## src/rtl/uart_rx_pkg.sv

```systemverilog
// Shared UART receiver definitions: default frame parameters, FSM state encoding
// and the start-bit centring helper.
package uart_rx_pkg;

    localparam int UART_DATA_WIDTH   = 8;
    localparam int UART_CLKS_PER_BIT = 1085;  // 125 MHz sysclk / 115200 baud

    typedef enum logic [2:0] {
        ST_IDLE  = 3'd0,
        ST_START = 3'd1,
        ST_DATA  = 3'd2,
        ST_STOP  = 3'd3,
        ST_BREAK = 3'd4
    } rx_state_t;

    // Count at which the start bit is re-checked, roughly at its centre.
    function automatic int mid_count(input int clks_per_bit);
        return (clks_per_bit - 1) / 2;
    endfunction

endpackage

```

## src/rtl/uart_rx_sync_2ff.sv

```systemverilog
// Two-flop synchronizer for asynchronous single-bit inputs.
// The reset value is a parameter so that idle-high and idle-low lines can share it.
module sync_2ff #(
    parameter logic RESET_VAL = 1'b1
) (
    input  logic clk,
    input  logic rst,
    input  logic d,
    output logic q
);

    logic meta;

    always_ff @(posedge clk or posedge rst) begin
        if (rst) begin
            meta <= RESET_VAL;
            q    <= RESET_VAL;
        end else begin
            meta <= d;
            q    <= meta;
        end
    end

endmodule

```

## src/rtl/uart_rx.sv

```systemverilog
// UART receiver: 8N1-style framing with start-bit centring, framing-error
// detection and a break state that waits for the line to return high.
module uart_rx
    import uart_rx_pkg::*;
#(
    parameter int CLKS_PER_BIT = UART_CLKS_PER_BIT,
    parameter int DATA_WIDTH   = UART_DATA_WIDTH
) (
    input  logic                  sysclk,
    input  logic                  rst,
    input  logic                  i_rx_en,
    input  logic                  i_rx_serial,
    output logic [DATA_WIDTH-1:0] o_rx_byte,
    output logic                  o_rx_dv,
    output logic                  o_rx_ferr,
    output logic                  o_rx_busy
);

    localparam int CW = $clog2(CLKS_PER_BIT);
    localparam int IW = (DATA_WIDTH > 1) ? $clog2(DATA_WIDTH) : 1;

    localparam logic [CW-1:0] CNT_LAST = CW'(CLKS_PER_BIT - 1);
    localparam logic [CW-1:0] CNT_MID  = CW'(mid_count(CLKS_PER_BIT));
    localparam logic [IW-1:0] IDX_LAST = IW'(DATA_WIDTH - 1);

    rx_state_t             state;
    logic [CW-1:0]         cnt;
    logic [IW-1:0]         idx;
    logic [DATA_WIDTH-1:0] shift;
    logic                  rx_s;

    sync_2ff #(
        .RESET_VAL(1'b1)
    ) u_sync (
        .clk(sysclk),
        .rst(rst),
        .d  (i_rx_serial),
        .q  (rx_s)
    );

    assign o_rx_busy = (state != ST_IDLE);

    always_ff @(posedge sysclk or posedge rst) begin
        if (rst) begin
            state     <= ST_IDLE;
            cnt       <= '0;
            idx       <= '0;
            shift     <= '0;
            o_rx_byte <= '0;
            o_rx_dv   <= 1'b0;
            o_rx_ferr <= 1'b0;
        end else begin
            o_rx_dv   <= 1'b0;
            o_rx_ferr <= 1'b0;
            // Disabling the receiver abandons any frame in progress without a pulse.
            if (!i_rx_en && state != ST_IDLE) begin
                state <= ST_IDLE;
                cnt   <= '0;
                idx   <= '0;
            end else begin
                case (state)
                    ST_IDLE: begin
                        if (i_rx_en && !rx_s) begin
                            state <= ST_START;
                            cnt   <= '0;
                        end
                    end
                    ST_START: begin
                        if (cnt == CNT_MID) begin
                            cnt   <= '0;
                            idx   <= '0;
                            state <= rx_s ? ST_IDLE : ST_DATA;
                        end else begin
                            cnt <= cnt + 1'b1;
                        end
                    end
                    ST_DATA: begin
                        if (cnt == CNT_LAST) begin
                            cnt        <= '0;
                            shift[idx] <= rx_s;
                            if (idx == IDX_LAST) begin
                                idx   <= '0;
                                state <= ST_STOP;
                            end else begin
                                idx <= idx + 1'b1;
                            end
                        end else begin
                            cnt <= cnt + 1'b1;
                        end
                    end
                    ST_STOP: begin
                        if (cnt == CNT_LAST) begin
                            cnt <= '0;
                            if (rx_s) begin
                                o_rx_byte <= shift;
                                o_rx_dv   <= 1'b1;
                                state     <= ST_IDLE;
                            end else begin
                                o_rx_ferr <= 1'b1;
                                state     <= ST_BREAK;
                            end
                        end else begin
                            cnt <= cnt + 1'b1;
                        end
                    end
                    ST_BREAK: begin
                        if (rx_s) begin
                            state <= ST_IDLE;
                        end
                    end
                    default: begin
                        state <= ST_IDLE;
                        cnt   <= '0;
                        idx   <= '0;
                    end
                endcase
            end
        end
    end

endmodule

```

## config.mk

```make
export PLATFORM = sky130hd
export DESIGN_NAME = uart_rx
export DESIGN_NICKNAME = d
export VERILOG_FILES = /design/src/rtl/uart_rx_pkg.sv /design/src/rtl/uart_rx_sync_2ff.sv /design/src/rtl/uart_rx.sv
export SDC_FILE = /design/constraint.sdc
export NUM_CORES = 1
export LEC_CHECK = 0
export CAP_MARGIN = 20
export CORE_ASPECT_RATIO = 0.8
export CORE_MARGIN = 1
export CORE_UTILIZATION = 55
export DETAILED_ROUTE_END_ITERATION = 7
export GPL_TIMING_DRIVEN = 0
export MAX_ROUTING_LAYER = met4
export PLACE_DENSITY = 0.74
export SETUP_SLACK_MARGIN = 0.3
export SYNTH_ARGS = -nofsm -noshare
export SYNTH_HDL_FRONTEND = slang
export SYNTH_SLANG_ARGS = --single-unit
```

## constraint.sdc

```tcl
create_clock -name sysclk -period 6.1 [get_ports sysclk]
set_input_delay 1.22 -clock sysclk [delete_from_list [all_inputs] [get_ports sysclk]]
set_output_delay 1.22 -clock sysclk [all_outputs]
set_load 0.1 [all_outputs]
```

==> After elaboration in Yosys (flattened, before gate mapping) <==
Cells that the tools add are included.
{ "classes": {"n_reduce_logical": 14, "add_sub_neg": 2, "muxes": 31, "bitwise_logic": 1, "eq_ne": 15, "magnitude_cmp": 2} }
{ "op_table": {"columns": ["op", "count"], "rows": [
  ["$mux W11", 4],
  ["$pmux W11 S4", 1],
  ["$mux W3", 12],
  ["$ne A3 B3 Y1 const B", 5],
  ["$pmux W3 S5", 1],
  ["$add A11 B1 Y11 const B", 1],
  ["$eq A11 B10 Y1 const B", 1],
  ["$eq A11 B11 Y1 const B", 1],
  ["$mux W1", 9],
  ["$pmux W3 S3", 1],
  ["$bwmux W8", 1],
  ["$eq A3 B2 Y1 const B", 2],
  ["$eq A3 B3 Y1 const B", 2],
  ["$reduce_and A3 Y1", 2],
  ["$reduce_and A6 Y1", 1],
  ["$lt A3 B4 Y1 const B", 1],
  ["$reduce_and A4 Y1", 1],
  ["$add A3 B1 Y3 const B", 1],
  ["$demux W1 S3", 1],
  ["$eq A3 B1 Y1 const B", 1],
  ["$ge A3 B1 Y1 const B", 1],
  ["$logic_and A1 B1 Y1", 3],
  ["$logic_not A3 Y1", 1],
  ["$ne A3 B2 Y1 const B", 1],
  ["9 further kinds", 10]
]} }
{ "word_totals": {"reg_bits": 37, "out_inout_bits": 11} }

==> Depth between registers and ports, before layout <==
{ "logic_depth": {"ltp_word": 5, "mapped_depth": 7, "ltp_nobuf": 7} }

==> Hierarchy <==
From an unflattened synthesis, not the netlist that was laid out.
{ "hier_totals": {"hier_cells": 198, "area_unflattened_um2": 2009.4} }
{ "by_module_without_submodules": {"columns": ["mod", "instances", "seq_area_each_um2", "area_per_inst_um2", "cells_each"], "rows": [
  ["uart_rx", 1, 875.8, 1953.1, 195],
  ["sync_2ff", 1, 52.6, 56.3, 3]
]} }

==> Least setup slack after synthesis <==
No wires, ideal clock.
{ "synth_path": {"kind": "input to register", "start": "in i_rx_en", "end": "reg shift[4]", "path_stages": 5, "t_arrival_ps": 2529, "path_slack_ps": 3444, "required_time_ps": 5972, "setup_ps": 128, "cell_sequence": "nand2b_1 -> buf_2 -> or4_4 -> nor4b_4 -> mux2_1"} }
{ "synth_via": {"elab_chain_cells": 4} }
{ "synth_rtl": {"columns": ["element", "line", "rtl"], "rows": [
  ["from (decl)", "uart_rx.sv:11", "input logic i_rx_en,"],
  ["$logic_not A1 Y1", "uart_rx.sv:56", "if (!i_rx_en && state != ST_IDLE) begin"],
  ["$logic_and A1 B1 Y1", "uart_rx.sv:56", null],
  ["$not A1 Y1 (no source line)", null, null],
  ["$reduce_and A3 Y1 (no source line)", null, null],
  ["to (signal, indexed assignment)", "uart_rx.sv:80", "shift[idx] <= rx_s;"],
  ["to (decl)", "uart_rx.sv:29", "logic [DATA_WIDTH-1:0] shift;"]
]} }
No other way between the ends.
A chain may end at the register's enable or synchronous reset.

==> Worst setup path after layout <==
{ "layout_path": {"start": "reg state[0]", "end": "out o_rx_busy"} }
{ "layout_via": {"elab_chain_cells": 1} }
{ "layout_rtl": {"columns": ["element", "line", "rtl"], "rows": [
  ["from (decl)", "uart_rx.sv:26", "rx_state_t state;"],
  ["from (signal assigned)", "uart_rx.sv:72", "state <= rx_s ? ST_IDLE : ST_DATA;"],
  ["$reduce_bool A3 Y1", "uart_rx.sv:41", "assign o_rx_busy = (state != ST_IDLE);"],
  ["to (decl)", "uart_rx.sv:16", "output logic o_rx_busy"]
]} }
No other way between the ends.

==> results by group <==
Status
  • Status: complete, no violations

Synthesis
  • Post-Syn Area: ~1900 um2
  • Number of flops mapped to enable cells by yosys: 0
  • Commonest cells post-synth: dfrtp_1, nand2_1, mux2_2
  • Share of the synthesized area in the top cell type: 45.7%
  • Top-count cell post-synth: dfrtp_1
  • Post-synthesis sequential area ratio: 48.5%
  • Syn Area/Cell: ~11 um2
  • Yosys Warn Count: 0
  • Mapped Nets: 189
  • Cell taking the most area after synthesis: dfrtp_1
  • Synthesized instance count: 180
  • Synth async-reset ratio: 100%
  • Most area-consuming cells after synthesis: dfrtp_1, mux2_2, nand2_1
  • Synth Flop Type: dfrtp_1
  • Yosys reg bits: 37
  • Yosys cell types: 42

Floorplan
  • # IOs: 15
  • Core Box Area: 3200 um2
  • Full die area: 3720 um2
  • Die span in x: 68.0 um
  • Effective utilization at floorplan: about 60%
  • Die Y: 54.8 um
  • Placement Rows: 18

Global routing
  • Largest net degree at the start of global routing: 25
  • GR Overflow Total: 0
  • First-pass GRT wire length: 6640 um
  • Initial antenna violation count: 0
  • Vias in the first global route: 1342
  • Gr usage total: around a quarter

Critical path
  • WS Path Type: reg2out
  • Required @ worst endpoint: 4880 ps
  • Critical Path Start Type: flip-flop
  • Max FO, Critical Path: 10
  • Crit path DAT: 2370 ps
  • Worst setup EP type: output pin

Detailed routing
  • First-pass DRT Iterations: 4
  • Drt drc: 0
  • Initial drt markers: 145
  • Vias/cell: 5.97
  • Detail Route Antenna Nets: 0
  • DR WL/cell: 15.8 um
  • Detailed Route WL: between 3000 and 4000 um
  • Vias: between 1000 and 1500

STA
  • Clock skew: about 5.3 ps
  • FMAX: 279 MHz
  • Final min period: 3590 ps
  • RSZ-0062 raised after global routing: false
  • Max-slew headroom: between 30% and 40%
  • # setup viols final: 0
  • Final Cycle Share: 58.8%
  • Max-slew violations: 0
  • Setup TNS: 0 ps
  • Least-Margin Pin Slew: 972 ps
  • Final Hold Viols: 0
  • Hold slack: 361 ps

CTS
  • H-Tree Depth: 2
  • Clock slew at reported path FFs: ~70 ps
  • Post-CTS setup buffers: 0
  • Post-CTS Resized: 0
  • Clock latency on the worst-skew pair: 290 ps
  • Root Buffer: clkbuf_8
  • CTS tree: yes
  • # hold bufs at CTS: 0
  • Max Buffers Root-to-Sink: 2
  • Sink Count: 37
  • Num CTS Buffers: 5

Finish
  • Syn-to-layout area delta: 15.9%
  • Layout cells sized above 1: 16.8%
  • Nets: 211
  • Antenna cell count: 0
  • Post-Layout Cell Count: between 200 and 250

Job
  • Max-cap violations: 0

Place
  • Placed insts: between 200 and 250
  • Port Buffers: 14
  • Detail Placement HPWL: 2760 um
  • GP Congestion: 0.955

Power
  • Power per standard cell area: 207 nW/um2
  • Overall power: between 0.4 and 0.5 mW
  • Pleak: 0.948 nW
  • VDD IR-drop max: between 150 and 200 uV

Min path
  • Hold crit path type: reg2reg
## sequential cells by signal, indices dropped and copies added (netlist names)
signal,cells
o_rx_dv,1
state,3
u_sync.meta,1
u_sync.q,1
shift,8
cnt,11
o_rx_ferr,1
o_rx_byte,8
idx,3
## per-stage QoR
stage | setup slack [ps] | area (um2) | utilization [%]
after CTS | 2510 | 2220 | 69.4
after detailed placement | 2690 | 2130 | 66.7
final | 2510 | 2220 | 69.4
after global routing | 2420 | 2220 | 69.4
after global placement | 2740 | 2110 | 65.8
after floorplan | 3440 | 1920 | -
## placed cells by master, fill, tap and decap left out, types with 2 or more instances in the layout
cell and n:
nand3_1 13, clkbuf_8 6, buf_1 2, a211oi_1 2, clkbuf_1 7, mux2_2 15, nor3_1 5, a21oi_1 4
dfrtp_1 35, nand2_1 20, dfstp_2 2, nor4_1 4, o21ai_0 7, clkdlybuf4s50_1 14, and2_1 4, a22o_1 5
nor2_1 10, ha_1 5, or3_1 3, nor4b_4 2, nor4_4 2, nand4_1 5, inv_1 6, o311ai_0 3
## layout make-up
type	instances	area, um2
clock buffers	7	86.3
inverters	6	22.5
multi-input cells	127	925
fillers	244	978
plain buffers	10	40.0
well taps	40	50.0
repair buffers	15	168
flip-flops and latches	37	928
## critical path, cell delays in order, from the launching register on
cell and delay (ps):
dfrtp_1 420, clkbuf_1 360, or3_1 170, clkdlybuf4s50_1 1120
## layer usage
metal | vias up | wire length, um | global-route usage, %
li1 | 712 | - | -
met1 | 687 | 2000 | 39.5
met2 | 41 | 1550 | 33.5
met3 | 4 | 218 | 5.00
met4 | 0 | 48 | 9.38
met5 | - | 0 | -
## cells by family after synthesis
logic type | count (synthesis) | share of synthesized area (%)
and+or+nand+nor | 76 | 24.4
DFF | 37 | 48.5
AOI/OAI and AO/OA | 29 | 10.7
muxes | 17 | 9.93
buffers and inverters | 16 | 3.27
adders and majority gates | 5 | 3.27
## path summary, 6_finish.rpt
path | from | to | slack [ps] | depth (start not counted)
hold / removal | u_sync.meta | u_sync.q | 360 | 0
setup / recovery | state[0] | o_rx_busy | 2510 | 3
setup reg to reg | cnt[0] | shift[4] | 3760 | 7
hold reg to reg | u_sync.meta | u_sync.q | 360 | 0
max in group asynchronous | rst | u_sync.q | 4200 | 3
min in group asynchronous | rst | cnt[5] | 1310 | 2
## power breakdown
group	switching (mW)	internal, mW
clock	0.0826	0.0896
sequential	0.00346	0.249
combinational	0.0246	0.0110
total	0.111	0.349
Power figures use the tool's default switching activity.
